$ cat config.mk
export PLATFORM = sky130hd
export DESIGN_NAME = fft_peak_detect_flat
export DESIGN_NICKNAME = d
export VERILOG_FILES = /design/src/rtl/fft_peak_detect_if.sv /design/src/rtl/fft_peak_detect.sv /design/src/flat_wrapper.sv
export SDC_FILE = /design/constraint.sdc
export NUM_CORES = 1
export LEC_CHECK = 0
export CORE_MARGIN = 4
export CORE_UTILIZATION = 40
export CTS_CLUSTER_DIAMETER = 60
export DETAILED_ROUTE_END_ITERATION = 8
export GPL_ROUTABILITY_DRIVEN = 0
export PLACE_DENSITY = 0.66
export SETUP_SLACK_MARGIN = 0.02
export SLEW_MARGIN = 20
export SYNTH_ARGS = -nofsm -noshare
export SYNTH_HDL_FRONTEND = slang
export SYNTH_SLANG_ARGS = --single-unit
$ cat constraint.sdc
create_clock -name clk -period 12.1 [get_ports clk]
set_input_delay 2.42 -clock clk [delete_from_list [all_inputs] [get_ports clk]]
set_output_delay 2.42 -clock clk [all_outputs]
set_load 0.05 [all_outputs]
$ cat src/rtl/fft_peak_detect_if.sv
// Magnitude-in / peak-report-out bundle for fft_peak_detect; the producer side is master.
interface fft_peak_detect_if #(
    parameter int W     = 16,
    parameter int NBINS = 1024,
    parameter int IDX_W = $clog2(NBINS)
);
    logic               mag_valid;
    logic [2*W:0]       mag_sq;
    logic               frame_rst;
    logic [2*W:0]       threshold;
    logic               peak_valid;
    logic [IDX_W-1:0]   peak_bin;
    logic [2*W:0]       peak_mag;
    logic               peak_found;
    logic [15:0]        frame_cnt;

    modport master (
        output mag_valid, mag_sq, frame_rst, threshold,
        input  peak_valid, peak_bin, peak_mag, peak_found, frame_cnt
    );

    modport slave (
        input  mag_valid, mag_sq, frame_rst, threshold,
        output peak_valid, peak_bin, peak_mag, peak_found, frame_cnt
    );
endinterface

$ cat src/rtl/fft_peak_detect.sv
// Per-frame max search on |X|^2; report 1 cycle after the last bin, no backpressure (one bin per mag_valid).
// FFT_PEAK_IGNORE_DC_EN: when defined, bin 0 is never a peak candidate.
module fft_peak_detect #(
    parameter int W             = 16,
    parameter int NBINS         = 1024,
    parameter int IDX_W         = $clog2(NBINS),
    parameter int HALF_SPECTRUM = 1
) (
    input  logic               clk,
    input  logic               reset_n,
    fft_peak_detect_if.slave   bus
);
    localparam int MW = 2*W+1;
    localparam logic [IDX_W-1:0] LAST_BIN = IDX_W'(NBINS-1);

    logic [IDX_W-1:0] bin_cnt_q;
    logic [MW-1:0]    best_mag_q;
    logic [IDX_W-1:0] best_bin_q;
    logic             have_best_q;
    logic             peak_valid_q;
    logic [IDX_W-1:0] peak_bin_q;
    logic [MW-1:0]    peak_mag_q;
    logic             peak_found_q;
    logic [15:0]      frame_cnt_q;

    logic             hi_ok, dc_ok, cand_vld, take, frame_end, best_have_d;
    logic [MW-1:0]    best_mag_d;
    logic [IDX_W-1:0] best_bin_d;

    // NBINS is a power of two, so the upper half is exactly the bins with the MSB set.
    assign hi_ok = (HALF_SPECTRUM != 0) ? ~bin_cnt_q[IDX_W-1] : 1'b1;
`ifdef FFT_PEAK_IGNORE_DC_EN
    assign dc_ok = (bin_cnt_q != '0);
`else
    assign dc_ok = 1'b1;
`endif

    assign cand_vld    = bus.mag_valid & ~bus.frame_rst & hi_ok & dc_ok;
    assign take        = cand_vld & (~have_best_q | (bus.mag_sq > best_mag_q));
    assign best_mag_d  = take ? bus.mag_sq : best_mag_q;
    assign best_bin_d  = take ? bin_cnt_q  : best_bin_q;
    assign best_have_d = have_best_q | cand_vld;
    assign frame_end   = bus.mag_valid & ~bus.frame_rst & (bin_cnt_q == LAST_BIN);

    always_ff @(posedge clk or negedge reset_n) begin
        if (!reset_n) begin
            bin_cnt_q    <= '0;
            best_mag_q   <= '0;
            best_bin_q   <= '0;
            have_best_q  <= 1'b0;
            peak_valid_q <= 1'b0;
            peak_bin_q   <= '0;
            peak_mag_q   <= '0;
            peak_found_q <= 1'b0;
            frame_cnt_q  <= '0;
        end else begin
            peak_valid_q <= frame_end;
            if (bus.frame_rst) begin
                bin_cnt_q   <= '0;
                have_best_q <= 1'b0;
                best_mag_q  <= '0;
                best_bin_q  <= '0;
            end else if (bus.mag_valid) begin
                bin_cnt_q <= bin_cnt_q + IDX_W'(1);
                if (frame_end) begin
                    // Report includes this final beat; running state restarts for the next frame.
                    peak_bin_q   <= best_have_d ? best_bin_d : '0;
                    peak_mag_q   <= best_have_d ? best_mag_d : '0;
                    peak_found_q <= best_have_d & (best_mag_d > bus.threshold);
                    frame_cnt_q  <= frame_cnt_q + 16'd1;
                    have_best_q  <= 1'b0;
                    best_mag_q   <= '0;
                    best_bin_q   <= '0;
                end else begin
                    have_best_q <= best_have_d;
                    best_mag_q  <= best_mag_d;
                    best_bin_q  <= best_bin_d;
                end
            end
        end
    end

    assign bus.peak_valid = peak_valid_q;
    assign bus.peak_bin   = peak_bin_q;
    assign bus.peak_mag   = peak_mag_q;
    assign bus.peak_found = peak_found_q;
    assign bus.frame_cnt  = frame_cnt_q;
endmodule

$ cat src/flat_wrapper.sv
// flat-port wrapper written by rule: the top's interface ports become plain ports
module fft_peak_detect_flat 
#(
    parameter int W             = 16,
    parameter int NBINS         = 1024,
    parameter int IDX_W         = $clog2(NBINS),
    parameter int HALF_SPECTRUM = 1
)
  (clk, reset_n, bus_mag_valid, bus_mag_sq, bus_frame_rst, bus_threshold, bus_peak_valid, bus_peak_bin, bus_peak_mag, bus_peak_found, bus_frame_cnt);
  fft_peak_detect_if #(.W(W), .NBINS(NBINS), .IDX_W(IDX_W)) bus_i ();
  input  logic clk;
  input  logic reset_n;
  input wire logic [$bits(bus_i.mag_valid)-1:0] bus_mag_valid;
  input wire logic [$bits(bus_i.mag_sq)-1:0] bus_mag_sq;
  input wire logic [$bits(bus_i.frame_rst)-1:0] bus_frame_rst;
  input wire logic [$bits(bus_i.threshold)-1:0] bus_threshold;
  output wire logic [$bits(bus_i.peak_valid)-1:0] bus_peak_valid;
  output wire logic [$bits(bus_i.peak_bin)-1:0] bus_peak_bin;
  output wire logic [$bits(bus_i.peak_mag)-1:0] bus_peak_mag;
  output wire logic [$bits(bus_i.peak_found)-1:0] bus_peak_found;
  output wire logic [$bits(bus_i.frame_cnt)-1:0] bus_frame_cnt;
  assign bus_i.mag_valid = bus_mag_valid;
  assign bus_i.mag_sq = bus_mag_sq;
  assign bus_i.frame_rst = bus_frame_rst;
  assign bus_i.threshold = bus_threshold;
  assign bus_peak_valid = bus_i.peak_valid;
  assign bus_peak_bin = bus_i.peak_bin;
  assign bus_peak_mag = bus_i.peak_mag;
  assign bus_peak_found = bus_i.peak_found;
  assign bus_frame_cnt = bus_i.frame_cnt;
  fft_peak_detect #(.W(W), .NBINS(NBINS), .IDX_W(IDX_W), .HALF_SPECTRUM(HALF_SPECTRUM)) u_core (.clk(clk), .reset_n(reset_n), .bus(bus_i));
endmodule
==> results.txt <==
The most frequently used cell type in the post-synthesis netlist was sky130_fd_sc_hd__nand2_1. The placement-stage cell area was 7930 um2; the share of flip-flops with an asynchronous set or reset was 100%. The first global-routing pass estimated 26,900 um of wire. Clock latency on the worst-skew pair, taken at its later pin, is 0.42 ns.

The height of the chip works out to 135 um. The slew at the pin with the worst max-slew slack is 1.04 ns, and the post-detailed-route wirelength per cell is 15.3 um. The shortest clock period the worst path allows after layout came out at 7.34 ns. The die width came out at 135 um. The highest fanout seen on the critical path was 72.

The tools report the overall overflow remaining after global route as 0. The share of cells above drive strength 1 came out at 4.88%. From synthesis to final layout, the design area changed by 32.0%. The kind of capture point of the worst setup path is a flop. Of the post-synthesis cell area, the part taken by muxes is 0.310%. After Yosys synthesis, full adders, half adders and majority gates account for 13.2% of the synthesized area. For the HPWL after detailed placement, the log shows 11,400 um. After technology mapping, the gate count stands at 706. The total negative slack for setup checks was 0 ns. The critical path is of the input pin to flop type. Using the TritonRoute via totals, the vias-per-cell ratio works out to 5.01.

Of the total power, the clock network draws 47.0%. In the synthesized netlist the dominant register cell turns out to be sky130_fd_sc_hd__dfrtp_1. Counting flops with a built-in enable in the synthesized netlist gives 0. The synthesized design contains 115 register bits. The logs give 40.8% for the effective utilization at floorplan and 7.64 ns for the arrival time of data at the critical path endpoint.

Headroom to the max-slew limit came out at 30.5%. After synthesis, the mean cell area works out to 9.14 um2. For this design, the CTS-stage hold fixing added 0 buffers. Across the run, the number of max-cap violations was 0.

After floorplanning, the core was divided into 46 placement rows. Of the total power, combinational logic draws 14.3%. The part of the power in registers is 38.7%.

The total number of vias came out at 5,292. The commonest cells after synthesis are sky130_fd_sc_hd__nand2_1 (139), sky130_fd_sc_hd__dfrtp_1 (115), sky130_fd_sc_hd__inv_1 (69), sky130_fd_sc_hd__ha_1 (68), sky130_fd_sc_hd__nand3_1 (54). The power density of the placed cells came out at 124 nW/um2. The highest attainable clock frequency was 0.136 GHz.

The antenna cell count was 0; the post-synthesis simple-gate area fraction was 18.3%. After filler insertion, the fill cell instance count of the layout stands at 1,470. The total wire length is 16,200 um, and the count of clock tree sinks is 115. Once layout is done, the placed cells without fillers occupy 8520 um2. VDD sags by at most 0.0000955 V. The xor and xnor area share after synthesis was 2.99%; the number of gates given a new drive strength after cts was 0. The kind of start point of the critical path is an input pin. Setup repair after global routing left no endpoint under its margin. The flow ran to the end, and the final reports show no timing, DRC or antenna violations. The synthesized netlist devotes 14.4% of its cell area to compound gates. After synthesis, flip-flops and latches occupy 44.6% of the total area. The cell sitting at the root of the clock tree is a sky130_fd_sc_hd__clkbuf_16.

For the final number of setup-violating endpoints, the log shows 0. The yosys synthesis warning count was 0. By area, the combinational part of the netlist is dominated by simple AND/OR/NAND/NOR gates.

The post-CTS clock slew at the launch and capture registers of the worst setup and hold paths came out at 0.05 ns. For the final database, setup skew stands at 0.0127 ns. In this run the remaining antenna-violating nets after routing total 0. Summing every instance area after synthesis gives 6450 um2. At the worst endpoint, the required time is 12.40 ns. The number of remaining DRC errors is 0, and the post-synthesis cell type count is 41. The global routing usage summed across all routing layers was 18.5%. TritonCTS built the clock tree. Entering global routing, the biggest net connects 73 pins. Switching part of the total power: 26.2%.

The core region area was 15,800 um2. The boundary pin count is 131. The count of final max-slew check failures was 0; the number of global-route vias before repair was 5,327. In the final design database the tool counted 966 nets.

By area the synthesized netlist is led by sky130_fd_sc_hd__dfrtp_1 (45%), sky130_fd_sc_hd__ha_1 (13%), sky130_fd_sc_hd__nand2_1 (8.1%). Synthesis produced a netlist with a net count of 844. The proportion of netlist area held by the largest area contributor came out at 44.6%. The internal portion of the total power is 0.783 mW. The final critical path takes up 60.7% of the cycle. The reported net switching power was 0.278 mW; the number of buffers inserted to repair setup after CTS was 0. The tools report the final core utilization as 53.8%. Summed over all cells, the static leakage comes to 4.20 nW. The min-delay analysis places its worst path in the category flop to flop. The die covers 18,200 um2.

Summed over all instances, the cell type with the most area after synthesis is sky130_fd_sc_hd__dfrtp_1. Counting along the longest clock path gives a buffer depth of 2. The count of port buffers added during placement was 130.

The logs give 4 for the H-tree depth and 0 for the count of final hold-check violations. After the first detailed-routing iteration, the DRC count stood at 259. Clock tree synthesis inserted a total of 17 buffers. The tools report the total iterations of the first detailed-routing run as 4. The initial antenna violation count is 0.
==> worst paths after layout <==
| path | endpoint | from | cells after the start | slack, ns |
|---|---|---|---|---|
| max | u_core.bus.peak_found | bus_mag_sq[28] | 17 | 4.76 |
| min | u_core.bus.peak_mag[21] | u_core.bus.peak_mag[21] | 2 | 0.46 |
| max reg2reg | u_core.bus.peak_found | u_core.best_mag_q[28] | 17 | 6.80 |
| min reg2reg | u_core.bus.peak_mag[21] | u_core.bus.peak_mag[21] | 2 | 0.46 |
| max in group asynchronous | u_core.bin_cnt_q[4] | reset_n | 2 | 8.79 |
| min in group asynchronous | u_core.bus.peak_mag[17] | reset_n | 1 | 2.04 |
==> registers in the layout (all words and copies together) (netlist names) <==
register / count
u_core.bus.peak_found: 1
u_core.have_best_q: 1
u_core.best_mag_q: 33
u_core.best_bin_q: 10
u_core.bus.peak_mag: 33
u_core.bin_cnt_q: 10
u_core.bus.frame_cnt: 16
u_core.bus.peak_valid: 1
u_core.bus.peak_bin: 10
==> placed cells by master, fill, tap and decap left out, types with 2 or more instances in the layout <==
cell type	instances
sky130_fd_sc_hd__a211oi_1	2
sky130_fd_sc_hd__a21o_1	13
sky130_fd_sc_hd__a21oi_1	21
sky130_fd_sc_hd__a221oi_1	2
sky130_fd_sc_hd__a22o_1	44
sky130_fd_sc_hd__and2_1	2
sky130_fd_sc_hd__and3_1	5
sky130_fd_sc_hd__and4_1	3
sky130_fd_sc_hd__buf_4	6
sky130_fd_sc_hd__bufinv_16	2
sky130_fd_sc_hd__clkbuf_16	17
sky130_fd_sc_hd__clkbuf_8	2
sky130_fd_sc_hd__clkdlybuf4s50_1	129
sky130_fd_sc_hd__clkinv_2	3
sky130_fd_sc_hd__clkinv_4	2
sky130_fd_sc_hd__clkinvlp_4	4
sky130_fd_sc_hd__dfrtp_1	115
sky130_fd_sc_hd__ha_1	68
sky130_fd_sc_hd__inv_1	69
sky130_fd_sc_hd__mux2i_1	2
sky130_fd_sc_hd__nand2_1	139
sky130_fd_sc_hd__nand3_1	54
sky130_fd_sc_hd__nand4_1	22
sky130_fd_sc_hd__nor2_1	18
sky130_fd_sc_hd__nor2b_1	2
sky130_fd_sc_hd__nor3_1	5
sky130_fd_sc_hd__nor4_1	2
sky130_fd_sc_hd__o21a_1	2
sky130_fd_sc_hd__o21ai_0	36
sky130_fd_sc_hd__o21ai_1	7
sky130_fd_sc_hd__or2_2	2
sky130_fd_sc_hd__or3_1	6
sky130_fd_sc_hd__xnor2_1	13
sky130_fd_sc_hd__xor2_1	9
==> area by class of cell <==
type | count | area (um2) | area share [%]
clock inverter | 12 | 131 | 1.54
sequential | 115 | 2880 | 33.8
inverter | 70 | 263 | 3.08
clock buffer | 20 | 457 | 5.36
multi-input combinational | 489 | 3180 | 37.4
tap | 216 | 270 | 3.17
timing repair buffer | 135 | 1340 | 15.7
==> logic make-up after synthesis <==
logic type / count (synthesis)
and+or+nand+nor: 262
xor gates and xnor gates: 22
muxes: 2
AOI/OAI and AO/OA: 135
DFF: 115
buffers and inverters: 102
adders and majority gates: 68
==> power groups by stage <==
stage                     registers [mW]  clock network, mW  logic (mW)
after floorplan                    0.413                  0      0.0948
after global placement             0.417                  0       0.151
after detailed placement           0.417                  0       0.153
after CTS                          0.410              0.510       0.154
after global routing               0.412              0.526       0.176
final                              0.411              0.498       0.152
==> worst max-delay path: stages <==
cell,delay [ns]
sky130_fd_sc_hd__clkdlybuf4s50_1,0.44
sky130_fd_sc_hd__ha_1,0.33
sky130_fd_sc_hd__nand4_1,0.15
sky130_fd_sc_hd__or4_1,0.60
sky130_fd_sc_hd__or3_1,0.39
sky130_fd_sc_hd__o32a_1,0.20
sky130_fd_sc_hd__a21oi_4,0.73
sky130_fd_sc_hd__buf_4,0.67
sky130_fd_sc_hd__o21ai_0,0.17
sky130_fd_sc_hd__ha_1,0.31
sky130_fd_sc_hd__a21o_1,0.16
sky130_fd_sc_hd__a211oi_1,0.22
sky130_fd_sc_hd__nor2_1,0.07
sky130_fd_sc_hd__o21a_1,0.16
sky130_fd_sc_hd__o21ai_0,0.23
sky130_fd_sc_hd__o211ai_1,0.13
sky130_fd_sc_hd__a22o_1,0.20
==> metal layers <==
layer	vias to the layer above	GRT usage [%]	routed length, um
met5	-	0	0
met1	2486	25.8	7950
met2	107	28.7	7300
met4	0	5.60	194
li1	2686	-	-
met3	13	4.32	740
==> through the flow <==
step / power [mW] / setup WS (ns) / hold WS [ns] / std cells
global placement: 0.567 / 4.31 / 0.449 / 1025
global route: 1.11 / 4.35 / 0.484 / 1057
floorplan: 0.507 / 6.07 / 0.467 / 706
CTS: 1.07 / 4.73 / 0.468 / 1057
detailed placement: 0.569 / 4.30 / 0.456 / 1025
finish: 1.06 / 4.76 / 0.459 / 1057
Note: power is estimated with default switching activity, not from simulation.
